**config.mk**
```make
export PLATFORM = sky130hd
export DESIGN_NAME = clk_rst_ctrl
export DESIGN_NICKNAME = d
export VERILOG_FILES = /design/src/rtl/clk_rst_pkg.sv /design/src/rtl/clk_rst_chan.sv /design/src/rtl/clk_rst_ctrl.sv
export SDC_FILE = /design/constraint.sdc
export NUM_CORES = 1
export LEC_CHECK = 0
export ABC_CLOCK_PERIOD_IN_PS = 5800
export BUFFER_PORTS_ARGS = -buffer_cell sky130_fd_sc_hd__buf_4
export CORE_ASPECT_RATIO = 1.1
export CORE_UTILIZATION = 48
export CTS_BUF_LIST = sky130_fd_sc_hd__clkbuf_4
export DETAILED_ROUTE_END_ITERATION = 7
export GPL_TIMING_DRIVEN = 0
export PLACE_DENSITY = 0.66
export SLEW_MARGIN = 40
export SYNTH_ARGS = -nofsm -noshare
export SYNTH_HDL_FRONTEND = slang
export SYNTH_HIERARCHICAL = 1
export SYNTH_SLANG_ARGS = --single-unit
```
**constraint.sdc**
```tcl
create_clock -name clk -period 5.8 [get_ports clk]
set_input_delay 1.74 -clock clk [delete_from_list [all_inputs] [get_ports clk]]
set_output_delay 1.74 -clock clk [all_outputs]
set_load 0.01 [all_outputs]
```
**src/rtl/clk_rst_pkg.sv**
```systemverilog
// Shared types and defaults for the clock-enable / reset controller.
package clk_rst_pkg;

  typedef enum logic [1:0] {
    IDLE  = 2'd0,
    HOLD  = 2'd1,
    RUN   = 2'd2,
    PAUSE = 2'd3
  } ch_state_e;

  localparam int unsigned NUM_CH_DEF  = 2;
  localparam int unsigned DIV_W_DEF   = 8;
  localparam int unsigned HOLD_W_DEF  = 8;
  localparam int unsigned DIV_DEF_C   = 1;
  localparam int unsigned HOLD_DEF_C  = 4;
  localparam int unsigned SYNC_STAGES = 2;

  // Channel-index width, never narrower than one bit.
  function automatic int unsigned ch_idx_w(input int unsigned n);
    return (n > 1) ? $clog2(n) : 1;
  endfunction

endpackage

```
**src/rtl/clk_rst_chan.sv**
```systemverilog
// One channel: IDLE/HOLD/RUN/PAUSE sequencer with hold counter, tick divider
// and div/hold shadow registers.
module clk_rst_chan
  import clk_rst_pkg::*;
#(
  parameter int unsigned DIV_W    = DIV_W_DEF,
  parameter int unsigned HOLD_W   = HOLD_W_DEF,
  parameter int unsigned DIV_DEF  = DIV_DEF_C,
  parameter int unsigned HOLD_DEF = HOLD_DEF_C
) (
  input  logic              clk,
  input  logic              rst_n,
  input  logic              start,
  input  logic              stop,
  input  logic              soft_rst,
  input  logic              cfg_wr,
  input  logic [DIV_W-1:0]  cfg_div,
  input  logic [HOLD_W-1:0] cfg_hold,
  output logic              tick,
  output logic              rst_out_n,
  output logic              busy,
  output logic              cfg_ok
);

  ch_state_e         state_q, state_d;
  logic [HOLD_W-1:0] hold_cnt_q, hold_cnt_d;
  logic [HOLD_W-1:0] hold_sh_q, hold_sh_d;
  logic [DIV_W-1:0]  div_cnt_q, div_cnt_d;
  logic [DIV_W-1:0]  div_run_q, div_run_d;
  logic [DIV_W-1:0]  div_sh_q, div_sh_d;
  logic              div_hit;

  always_comb begin
    // A write in the same cycle as a start is visible to that start.
    div_sh_d   = cfg_wr ? cfg_div : div_sh_q;
    hold_sh_d  = cfg_wr ? cfg_hold : hold_sh_q;
    div_hit    = (div_cnt_q == div_run_q);
    state_d    = state_q;
    hold_cnt_d = hold_cnt_q;
    div_cnt_d  = div_cnt_q;
    div_run_d  = div_run_q;

    case (state_q)
      IDLE: begin
        if (start) begin
          state_d    = HOLD;
          hold_cnt_d = hold_sh_d;
        end
      end
      HOLD: begin
        if (soft_rst) begin
          hold_cnt_d = hold_sh_d;
        end else if (hold_cnt_q == '0) begin
          state_d   = RUN;
          div_cnt_d = '0;
          div_run_d = div_sh_d;
        end else begin
          hold_cnt_d = hold_cnt_q - HOLD_W'(1);
        end
      end
      RUN: begin
        if (soft_rst) begin
          state_d    = HOLD;
          hold_cnt_d = hold_sh_d;
        end else if (stop) begin
          state_d = PAUSE;
        end else begin
          div_cnt_d = div_hit ? '0 : div_cnt_q + DIV_W'(1);
        end
      end
      PAUSE: begin
        if (soft_rst) begin
          state_d    = HOLD;
          hold_cnt_d = hold_sh_d;
        end else if (start) begin
          state_d   = RUN;
          div_cnt_d = '0;
          div_run_d = div_sh_d;
        end
      end
      default: state_d = IDLE;
    endcase
  end

  always_comb begin
    tick      = (state_q == RUN) && div_hit;
    rst_out_n = (state_q == RUN) || (state_q == PAUSE);
    busy      = (state_q == HOLD) || (state_q == RUN);
    cfg_ok    = (state_q == IDLE) || (state_q == PAUSE);
  end

  always_ff @(posedge clk or negedge rst_n) begin
    if (!rst_n) begin
      state_q    <= IDLE;
      hold_cnt_q <= '0;
      div_cnt_q  <= '0;
      div_run_q  <= '0;
      div_sh_q   <= DIV_W'(DIV_DEF);
      hold_sh_q  <= HOLD_W'(HOLD_DEF);
    end else begin
      state_q    <= state_d;
      hold_cnt_q <= hold_cnt_d;
      div_cnt_q  <= div_cnt_d;
      div_run_q  <= div_run_d;
      div_sh_q   <= div_sh_d;
      hold_sh_q  <= hold_sh_d;
    end
  end

endmodule

```
**src/rtl/clk_rst_ctrl.sv**
```systemverilog
// Multi-channel clock-enable / reset controller: reset synchronizer, config
// decode and NUM_CH channel instances.
module clk_rst_ctrl
  import clk_rst_pkg::*;
#(
  parameter int unsigned NUM_CH   = NUM_CH_DEF,
  parameter int unsigned DIV_W    = DIV_W_DEF,
  parameter int unsigned HOLD_W   = HOLD_W_DEF,
  parameter int unsigned DIV_DEF  = DIV_DEF_C,
  parameter int unsigned HOLD_DEF = HOLD_DEF_C
) (
  input  logic                          clk,
  input  logic                          arst_n,
  input  logic                          cfg_valid,
  output logic                          cfg_ready,
  input  logic [ch_idx_w(NUM_CH)-1:0]   cfg_ch,
  input  logic [DIV_W-1:0]              cfg_div,
  input  logic [HOLD_W-1:0]             cfg_hold,
  input  logic [NUM_CH-1:0]             start,
  input  logic [NUM_CH-1:0]             stop,
  input  logic [NUM_CH-1:0]             soft_rst,
  output logic [NUM_CH-1:0]             ch_tick,
  output logic [NUM_CH-1:0]             ch_rst_n,
  output logic [NUM_CH-1:0]             ch_busy
);

  logic [SYNC_STAGES-1:0] sync_q, sync_d;
  logic                   rst_sync_n;
  logic [NUM_CH-1:0]      ch_cfg_ok;
  logic [NUM_CH-1:0]      cfg_wr;

  // Asserts with arst_n, releases after SYNC_STAGES clock edges; channels are
  // held in reset (and so ignore commands) until then.
  always_comb begin
    sync_d     = {sync_q[SYNC_STAGES-2:0], 1'b1};
    rst_sync_n = sync_q[SYNC_STAGES-1];
  end

  always_ff @(posedge clk or negedge arst_n) begin
    if (!arst_n) begin
      sync_q <= '0;
    end else begin
      sync_q <= sync_d;
    end
  end

  // Out-of-range cfg_ch matches no channel, leaving cfg_ready low.
  always_comb begin
    cfg_ready = 1'b0;
    cfg_wr    = '0;
    for (int unsigned i = 0; i < NUM_CH; i++) begin
      if (32'(cfg_ch) == i) begin
        cfg_ready = rst_sync_n & ch_cfg_ok[i];
        cfg_wr[i] = cfg_valid & rst_sync_n & ch_cfg_ok[i];
      end
    end
  end

  for (genvar g = 0; g < NUM_CH; g++) begin : g_ch
    clk_rst_chan #(
      .DIV_W    (DIV_W),
      .HOLD_W   (HOLD_W),
      .DIV_DEF  (DIV_DEF),
      .HOLD_DEF (HOLD_DEF)
    ) u_chan (
      .clk       (clk),
      .rst_n     (rst_sync_n),
      .start     (start[g]),
      .stop      (stop[g]),
      .soft_rst  (soft_rst[g]),
      .cfg_wr    (cfg_wr[g]),
      .cfg_div   (cfg_div),
      .cfg_hold  (cfg_hold),
      .tick      (ch_tick[g]),
      .rst_out_n (ch_rst_n[g]),
      .busy      (ch_busy[g]),
      .cfg_ok    (ch_cfg_ok[g])
    );
  end

endmodule

```
==> out/summary.txt <==
Startpoint Class - input port
Max-slew headroom - 0.4909
# IOs - 33
Post-layout util - 0.5623
Synth area leaders - dfrtp_1, mux2_2, ha_1
HP Class - flop to async pin
Sequential power share - 0.402
Yosys cell types - 56
Worst setup margin - 1.810 ns
Static Leak - 2.174 nW
Average via count per standard cell - 5.588
WS Path Type - input port to output port
CP most frequent cell - buf_4
Actual slew at the worst max-slew pin - 0.7567 ns
Comb pwr share - 0.456
Worst reg2reg path endpoint - g_ch[1].u_chan/div_run_q[1]
Synth Register Bits - 86
Required time worst endpoint - 4.06 ns
RSZ-0062 raised after global routing - no
DR pass1 iterations - 5
Fillers - 793
Worst flop-to-flop path startpoint - g_ch[1].u_chan/state_q[1]
Commonest cells after routing, fill and taps aside - dfrtp_1, mux2_2, buf_4, nor2_1, o21ai_0
Hold Violations, Final - 0
Fin nets - 496
Final setup vio count - 0
FFs w/ async S/R, synth - 1.000
Post CTS Setup Buffer Count - 0
Slowest cell on the critical path - nand2b_4
Status - complete, no violations
Starting Density - 0.4993
Root buffer cell - clkbuf_4
Chip width - 94.07 microns
Yosys Warn Count - 6
Reg2reg path depth - 9
Clk_lat worst skew - 0.43 ns
Power per cell area - 495.8 nW/um^2
Switching Share - 0.3922
Hold bufs inserted after CTS - 0
Synth Cell Area - 4476 sq um
Critical Path End - cfg_ready
Total core area - 8964 sq um
Max_cap viols - 0
Rows - 36
Top FF cell, synth - dfrtp_1
H-Tree Depth - 3
Post-cts resize count - 0
Crit share post-route - 0.6879
Die Y-Extent - 103.3 microns
Min cycle time layout - 3.990 ns
Global route overflow - 0
Initial antenna violation count - 0
Share of the synthesized area in the top cell type - 0.4585
Clock group share of total power - 0.141
Detailed-route DRC error count - 0
Num CTS Buffers - 9
Max frequency - 250.6 MHz
Post-DP HPWL - 6575 microns
Worst Path Buf+Inv - 2
Worst Path Max Fanout - 2
Cell family with most CP delay - buffers and inverters
NetSw - 0.9799 mW
CP endpoint kind - output port
Dominant cell type by area after synthesis - dfrtp_1
Critical path launch point - cfg_ch
Clock Sinks - 86
Area Overhead vs Synth - 12.61%
Pins Over Slew Limit - 0
Post-DR wirelength/cell - 15.32 microns
Worst Skew - 0.01010 ns
CTS tree - done
DRT iter0 DRCs - 147
Vias post-DR - 3213
Worst vdd ir - 0.2837 mV
Vias in the first global route - 3122
Setup TNS - 0 ns
Die area - 9715 sq um
Critical path arrival - 2.25 ns
Internal - 1.519 mW
Setup WS pre-CTS - 1.810 ns
Commonest non-fill, non-tap cell in the layout - dfrtp_1
Share of layout cells above drive strength 1 - 0.2711
Worst path depth - 4
Reg2reg setup slack - 3.02 ns
Post-synth EDFFs - 0
Pin count of the biggest net entering global routing - 45
Cells after Synth - 412
GP Congestion - 0.8175
Worst-path clk slew - 0.14 ns
CTS Buffer Depth - 2
Avg Inst Size Synth - 10.86 sq um
First-pass GRT wire length - 15260 microns
Ant diodes - 0
Antenna-violating nets left - 0
Register area share after synthesis - 0.4820
CP peak stage delay - 0.13 ns
Total wire length - 8807 microns
Synthesized net count - 452
IO buf count - 31
Tot GR Track Use - 0.2027
Worst-path cell chain - buf_4 > nand2b_4 > a21boi_2 > buf_4
-- power by group through the flow --
stage               clock, mW  combinational [mW]  sequential (mW)
CTS                     0.364                1.15             1.01
finish                  0.353                1.14             1.01
detailed placement          0                1.14             1.02
global placement            0                1.09             1.02
global route            0.385                1.28             1.04
floorplan                   0               0.880            0.982
-- worst min-delay path by stage --
stage / endpoint / slack, ns / cells after the start
global placement: sync_q[1] / 0.34 / 0
finish: g_ch[1].u_chan/hold_cnt_q[1] / 0.23 / 0
detailed placement: g_ch[1].u_chan/hold_cnt_q[1] / 0.22 / 0
global route: g_ch[0].u_chan/state_q[1] / 0.25 / 0
floorplan: sync_q[1] / 0.33 / 0
CTS: g_ch[0].u_chan/hold_sh_q[3] / 0.23 / 0
-- registers in the layout, indices dropped and copies added, names as in the netlist --
name,count
g_ch.u_chan/div_run_q,16
g_ch.u_chan/hold_sh_q,16
sync_q,2
g_ch.u_chan/hold_cnt_q,16
g_ch.u_chan/state_q,4
g_ch.u_chan/div_cnt_q,16
g_ch.u_chan/div_sh_q,16
-- worst reg2reg max path, cell delays in order (launching register included) --
cell      delay, ns
dfrtp_1        0.44
inv_1          0.08
ha_1           0.30
inv_1          0.13
nand2_1        0.09
nor2_1         0.15
clkbuf_1       0.33
buf_1          0.47
mux2_2         0.42
mux2_2         0.26
-- synth_stat cells (all sizes together), types with 4 or more instances --
library cell and instances:
nor4 6, nand2b 10, a21oi 22, dfrtp 82
ha 14, and3 9, clkbuf 10, o31ai 8
nand3 8, dfstp 4, xnor2 8, mux2 50
o2bb2ai 5, nand2 20, a32oi 6, or2 4
o21ai 32, xor2 8, inv 21, nor2 30
buf 5, nor3 10
-- per-stage QoR --
step	cells	cell area, sq um	hold WS (ns)	power [mW]
floorplan	412	4476	0.3312	1.861
global placement	557	4851	0.3376	2.110
detailed placement	559	4895	0.2229	2.166
CTS	575	5040	0.2327	2.521
global route	575	5040	0.2453	2.705
finish	575	5040	0.2251	2.499
-- final cells by class --
| type | count | area [sq um] | area share |
|---|---|---|---|
| buffer | 15 | 76.32 | 0.01514 |
| timing repair buffer | 33 | 272.8 | 0.05412 |
| multi-input combinational | 290 | 2163 | 0.4292 |
| tap | 114 | 142.6 | 0.02830 |
| clock inverter | 6 | 70.07 | 0.01390 |
| sequential | 86 | 2161 | 0.4287 |
| clock buffer | 10 | 75.07 | 0.01490 |
| inverter | 21 | 78.83 | 0.01564 |
-- routing by layer --
| metal | vias up | share of wire | GRT usage | wire length, microns |
|---|---|---|---|---|
| li1 | 1567 | - | - | - |
| met1 | 1562 | 0.46 | 0.2844 | 4092 |
| met2 | 71 | 0.48 | 0.3206 | 4251 |
| met3 | 13 | 0.037 | 0.02705 | 324 |
| met4 | 0 | 0.016 | 0.08166 | 138 |
| met5 | - | 0 | 0 | 0 |
-- cells by family after synthesis --
| logic type | share of synthesized area |
|---|---|
| AND/OR/NAND/NOR | 0.1328 |
| buffers and inverters | 0.03467 |
| AO/OA/AOI/OAI | 0.1512 |
| other | 0.0008379 |
| XOR/XNOR | 0.03131 |
| multiplexers | 0.1280 |
| adder cells (fa/ha/maj) | 0.03914 |
| flip-flops | 0.4820 |
(Power assumes the default switching activity.)
